### src/rtl/wb_port_arbiter.sv
// Register-file writeback arbiter: merges core (A), link (L) and multi-cycle (M)
// write requests into one registered write port, with starvation promotion for A.
module wb_port_arbiter #(
  parameter int unsigned STARVE_LIMIT = 3
) (
  input  logic        clk,
  input  logic        reset,
  input  logic        a_valid,
  input  logic [4:0]  a_idx,
  input  logic [31:0] a_data,
  output logic        a_ready,
  input  logic        l_valid,
  input  logic [31:0] l_pc,
  output logic        l_ready,
  input  logic        m_valid,
  input  logic [4:0]  m_idx,
  input  logic [31:0] m_data,
  output logic        m_ready,
  output logic        wr_en,
  output logic [4:0]  wr_idx,
  output logic [31:0] wr_data,
  output logic        conflict
);

  localparam logic [2:0] LIMIT = 3'(STARVE_LIMIT);

  logic [2:0]  a_wait_q, a_wait_d;
  logic        wr_en_q, wr_en_d;
  logic [4:0]  wr_idx_q, wr_idx_d;
  logic [31:0] wr_data_q, wr_data_d;
  logic        conflict_q, conflict_d;
  logic        grant_a_s, grant_l_s, grant_m_s;
  logic        xfer_s;
  logic [4:0]  xfer_idx_s;
  logic [31:0] xfer_data_s;
  logic [1:0]  valid_cnt_s;

  // Grant selection: a starved A pre-empts the normal M > L > A order.
  always_comb begin
    grant_a_s = 1'b0;
    grant_l_s = 1'b0;
    grant_m_s = 1'b0;
    if (reset) begin
      grant_a_s = 1'b0;
    end else if (a_valid && (a_wait_q == LIMIT)) begin
      grant_a_s = 1'b1;
    end else if (m_valid) begin
      grant_m_s = 1'b1;
    end else if (l_valid) begin
      grant_l_s = 1'b1;
    end else if (a_valid) begin
      grant_a_s = 1'b1;
    end else begin
      grant_a_s = 1'b0;
    end
  end

  // Write payload, index-0 suppression, conflict detect and starvation counter.
  always_comb begin
    xfer_idx_s  = 5'd0;
    xfer_data_s = 32'h0;
    case ({grant_a_s, grant_l_s, grant_m_s})
      3'b100: begin
        xfer_idx_s  = a_idx;
        xfer_data_s = a_data;
      end
      3'b010: begin
        xfer_idx_s  = 5'd31;
        xfer_data_s = l_pc + 32'd4;
      end
      3'b001: begin
        xfer_idx_s  = m_idx;
        xfer_data_s = m_data;
      end
      default: begin
        xfer_idx_s  = 5'd0;
        xfer_data_s = 32'h0;
      end
    endcase
    xfer_s  = grant_a_s | grant_l_s | grant_m_s;
    wr_en_d = xfer_s && (xfer_idx_s != 5'd0);
    if (wr_en_d) begin
      wr_idx_d  = xfer_idx_s;
      wr_data_d = xfer_data_s;
    end else begin
      wr_idx_d  = wr_idx_q;
      wr_data_d = wr_data_q;
    end
    valid_cnt_s = {1'b0, a_valid} + {1'b0, l_valid} + {1'b0, m_valid};
    conflict_d  = (valid_cnt_s >= 2'd2);
    if (a_valid && !grant_a_s) begin
      a_wait_d = (a_wait_q == LIMIT) ? a_wait_q : (a_wait_q + 3'd1);
    end else begin
      a_wait_d = 3'd0;
    end
  end

  // State and registered outputs.
  always_ff @(posedge clk) begin
    if (reset) begin
      a_wait_q   <= 3'd0;
      wr_en_q    <= 1'b0;
      wr_idx_q   <= 5'd0;
      wr_data_q  <= 32'h0;
      conflict_q <= 1'b0;
    end else begin
      a_wait_q   <= a_wait_d;
      wr_en_q    <= wr_en_d;
      wr_idx_q   <= wr_idx_d;
      wr_data_q  <= wr_data_d;
      conflict_q <= conflict_d;
    end
  end

  assign a_ready  = grant_a_s;
  assign l_ready  = grant_l_s;
  assign m_ready  = grant_m_s;
  assign wr_en    = wr_en_q;
  assign wr_idx   = wr_idx_q;
  assign wr_data  = wr_data_q;
  assign conflict = conflict_q;

endmodule

### config.mk
export PLATFORM = sky130hd
export DESIGN_NAME = wb_port_arbiter
export DESIGN_NICKNAME = d
export VERILOG_FILES = /design/src/rtl/wb_port_arbiter.sv
export SDC_FILE = /design/constraint.sdc
export NUM_CORES = 1
export LEC_CHECK = 0
export CORE_MARGIN = 5
export CORE_UTILIZATION = 42
export CTS_BUF_LIST = sky130_fd_sc_hd__clkbuf_8
export CTS_CLUSTER_SIZE = 30
export DETAILED_ROUTE_END_ITERATION = 10
export GPL_TIMING_DRIVEN = 0
export PLACE_DENSITY = 0.9
export REMOVE_ABC_BUFFERS = 1
export SETUP_SLACK_MARGIN = 0.3
export SLEW_MARGIN = 10
export SYNTH_ARGS = -nofsm -noshare
export SYNTH_HDL_FRONTEND = slang
export SYNTH_SLANG_ARGS = --single-unit
### constraint.sdc
create_clock -name clk -period 6 [get_ports clk]
set_input_delay 1.2 -clock clk [delete_from_list [all_inputs] [get_ports clk]]
set_output_delay 1.2 -clock clk [all_outputs]
set_load 0.02 [all_outputs]
==> impl_metrics.env <==
export IMPL_p_comb_share_pct=32.3
export IMPL_vias_per_cell=6.20
export IMPL_cts_hold_buf=0
export IMPL_first_iter_violations=265
export IMPL_gp_congestion=0.809
export IMPL_antenna_cells=0
export IMPL_core_mm2=0.00631
export IMPL_fin_crit_sh_pct=81.9
export IMPL_avgSynthCellArea_um2=8.29
export IMPL_rows=29
export IMPL_power_total_uw=796
export IMPL_utilization_pct=68.8
export IMPL_synth_xor_area_share_pct=4.51
export IMPL_cts_tree="built"
export IMPL_cts_setup_buffers=0
export IMPL_hold_viol=0
export IMPL_p_int_uw=562
export IMPL_ant_nets=0
export IMPL_num_fill_cells=520
export IMPL_io_buffers=152
export IMPL_synthTopCellsByArea="dfxtp_1, a222oi_1, nor3_1"
export IMPL_grt_pass1_vias=3336
export IMPL_fin_worst_skew_ns=0.00793
export IMPL_synth_compound_area_share_pct=32.0
export IMPL_fin_nets=575
export IMPL_synth_fa_ha_area_share_pct=1.84
export IMPL_seq_area_frac_synth_pct=30.9
export IMPL_start_util_pct=43.1
export IMPL_status="complete, no violations"
export IMPL_ys_flop_type="dfxtp_1"
export IMPL_dieWidth_um=90.5
export IMPL_vias=3337
export IMPL_drive_gt1_share_pct=5.21
export IMPL_max_clock_freq_ghz=0.204
export IMPL_wl_mm=10.2
export IMPL_grt_max_degree=42
export IMPL_synth_enable_flop_cells=0
export IMPL_clk_pin_slew_worst_paths_ns=0.09
export IMPL_clk_path_buf_depth=2
export IMPL_grt_use_total_pct=23.4
export IMPL_cts_made_buffers=5
export IMPL_max_vdd_ir_drop_mv=0.114
export IMPL_rsz0062_at_grt="no"
export IMPL_yosys_area_share_simple_pct=24.2
export IMPL_first_pass_iters=7
export IMPL_antenna_found_initial=0
export IMPL_synth_cell_area_mm2=0.00272
export IMPL_postSynthCellCount=328
export IMPL_htreeDepth=2
export IMPL_yosysWarningCount=0
export IMPL_syn_to_final_growth_pct=59.6
export IMPL_relSlewSlack_pct=15.4
export IMPL_synth_top_cell_by_area="dfxtp_1"
export IMPL_die_area_mm2=0.00819
export IMPL_maxCapViolCount=0
export IMPL_clockPowerShare_pct=28.4
export IMPL_worstPathArrival_ns=3.71
export IMPL_crit_fanout=30
export IMPL_numClockSinks=42
export IMPL_synth_cell_types=47
export IMPL_grt_overflow_total=0
export IMPL_start_kind="input port"
export IMPL_tightestPinTransition_ns=1.27
export IMPL_grt_pass1_wl_mm=16.2
export IMPL_root_buffer="clkbuf_8"
export IMPL_switching_share_pct=29.4
export IMPL_switching_power_uw=234
export IMPL_seqPwrFrac_pct=39.3
export IMPL_worstSkewPairLatency_ns=0.30
export IMPL_wl_per_cell_um=18.9
export IMPL_power_leakage_nw=1.48
export IMPL_p_per_area_mw_per_mm2=183
export IMPL_ys_ff_latch=42
export IMPL_synth_area_mux_share_pct=1.10
export IMPL_synth_top_area_share_pct=30.9
export IMPL_path_class="input port to output port"
export IMPL_die_height_um=90.5
export IMPL_end_kind="output port"
export IMPL_synth_top_family_by_area="compound AO/OA/AOI/OAI gates"
export IMPL_slew_viol_final=0
export IMPL_drc_errors=0
export IMPL_ys_async_sr_fraction_pct=0
export IMPL_fin_crit_ns=4.91
export IMPL_ios=153
export IMPL_worstPathRequired_ns=4.80
export IMPL_setup_viol=0
export IMPL_hp_class="register to register"
export IMPL_dp_hpwl_mm=7.34
-- critical path, stage by stage --
cell,delay (ns)
clkdlybuf4s50_1,0.55
nor2b_1,0.47
nand2_1,0.29
clkinvlp_4,0.48
clkdlybuf4s50_1,0.71
-- worst paths after layout --
path         slack (ns)  depth (start not counted)     endpoint   startpoint
min                0.42                          1  a_wait_q[0]  a_wait_q[0]
max reg2reg        3.02                          6   wr_data[0]  a_wait_q[0]
max                1.09                          5      l_ready      m_valid
min reg2reg        0.42                          1  a_wait_q[0]  a_wait_q[0]
-- metal layers --
layer	vias up	global-route usage, %	wire length [µm]
li1	1578	-	-
met1	1562	28.7	4100
met2	176	39.8	4910
met3	21	6.25	983
met4	0	7.32	176
met5	-	0	0
-- through the flow --
step	setup WS (ns)	cells	cell area (µm²)	TNS, ns	hold slack, ns
6_report	1.09	538	4340	0	0.424
5_1_grt	0.951	538	4340	0	0.469
4_1_cts	0.340	538	4340	0	0.427
3_5_place_dp	-0.345	530	4230	-0.637	0.414
3_3_place_gp	-0.282	530	4220	-0.562	0.407
2_1_floorplan	2.33	301	2610	0	0.397
-- final cells by class --
type	instances	area, µm²	area share, %
inverters	9	37.5	0.865
multi-input cells	250	1740	40.1
clock inverters	3	40.0	0.922
well taps	77	96.3	2.22
flip-flops and latches	42	841	19.4
clock buffers	5	68.8	1.59
repair buffers	152	1520	34.9
-- cells in the mapped netlist (4+ instances only) --
| cell type | instances |
|---|---|
| a211oi_1 | 7 |
| a21oi_1 | 15 |
| a222oi_1 | 15 |
| a22oi_1 | 19 |
| a311oi_1 | 16 |
| and3_1 | 8 |
| buf_1 | 4 |
| clkbuf_1 | 20 |
| dfxtp_1 | 42 |
| ha_1 | 4 |
| inv_1 | 8 |
| nand2_1 | 20 |
| nand3_1 | 9 |
| nand4_1 | 6 |
| nor2_1 | 11 |
| nor3_1 | 29 |
| nor4_1 | 13 |
| o21a_1 | 5 |
| o21ai_0 | 9 |
| o31a_1 | 8 |
| o31ai_1 | 9 |
| xnor2_1 | 6 |
| xor2_1 | 8 |
-- layout by cell type, fill, tap and decap left out, types with 3 or more instances in the layout --
master,netlist,layout
nand2_1,20,19
nor2_1,11,11
o21ai_1,3,3
o21a_1,5,3
mux2i_1,3,3
a21oi_1,15,14
dfxtp_1,42,42
nand3_1,9,9
clkdlybuf4s50_1,0,151
o21ai_0,9,9
nor4_1,13,13
xnor2_1,6,6
and3_1,8,8
a21o_1,3,3
ha_1,4,4
o31ai_1,9,9
clkbuf_8,0,5
a311oi_1,16,16
a222oi_1,15,15
nand4_1,6,6
xor2_1,8,8
a22oi_1,19,19
a211oi_1,7,7
inv_1,8,7
o31a_1,8,8
nor3_1,29,29
-- flip-flops by register name, summed over array words and instances, names as in the netlist --
name,count
a_wait_q,3
conflict,1
wr_data,32
wr_en,1
wr_idx,5
-- what timing repair did --
item                                    in CTS  in global routing
endpoints found under the setup margin       2                  0
gates resized for setup                      3                  0
endpoints found under the hold margin        0                  0
-- power groups by stage --
stage | clock network (mW) | registers (mW) | logic (mW)
2_1_floorplan | 0 | 0.345 | 0.0763
3_3_place_gp | 0 | 0.317 | 0.251
3_5_place_dp | 0 | 0.319 | 0.255
4_1_cts | 0.232 | 0.313 | 0.257
5_1_grt | 0.240 | 0.315 | 0.275
6_report | 0.226 | 0.313 | 0.257
-- logic make-up after synthesis --
group,Yosys count
xor gates and xnor gates,14
DFF,42
and+or+nand+nor,114
adders and majority gates,4
buffers and inverters,36
muxes,3
AOI/OAI and AO/OA,115
Power figures use the tool's default switching activity.
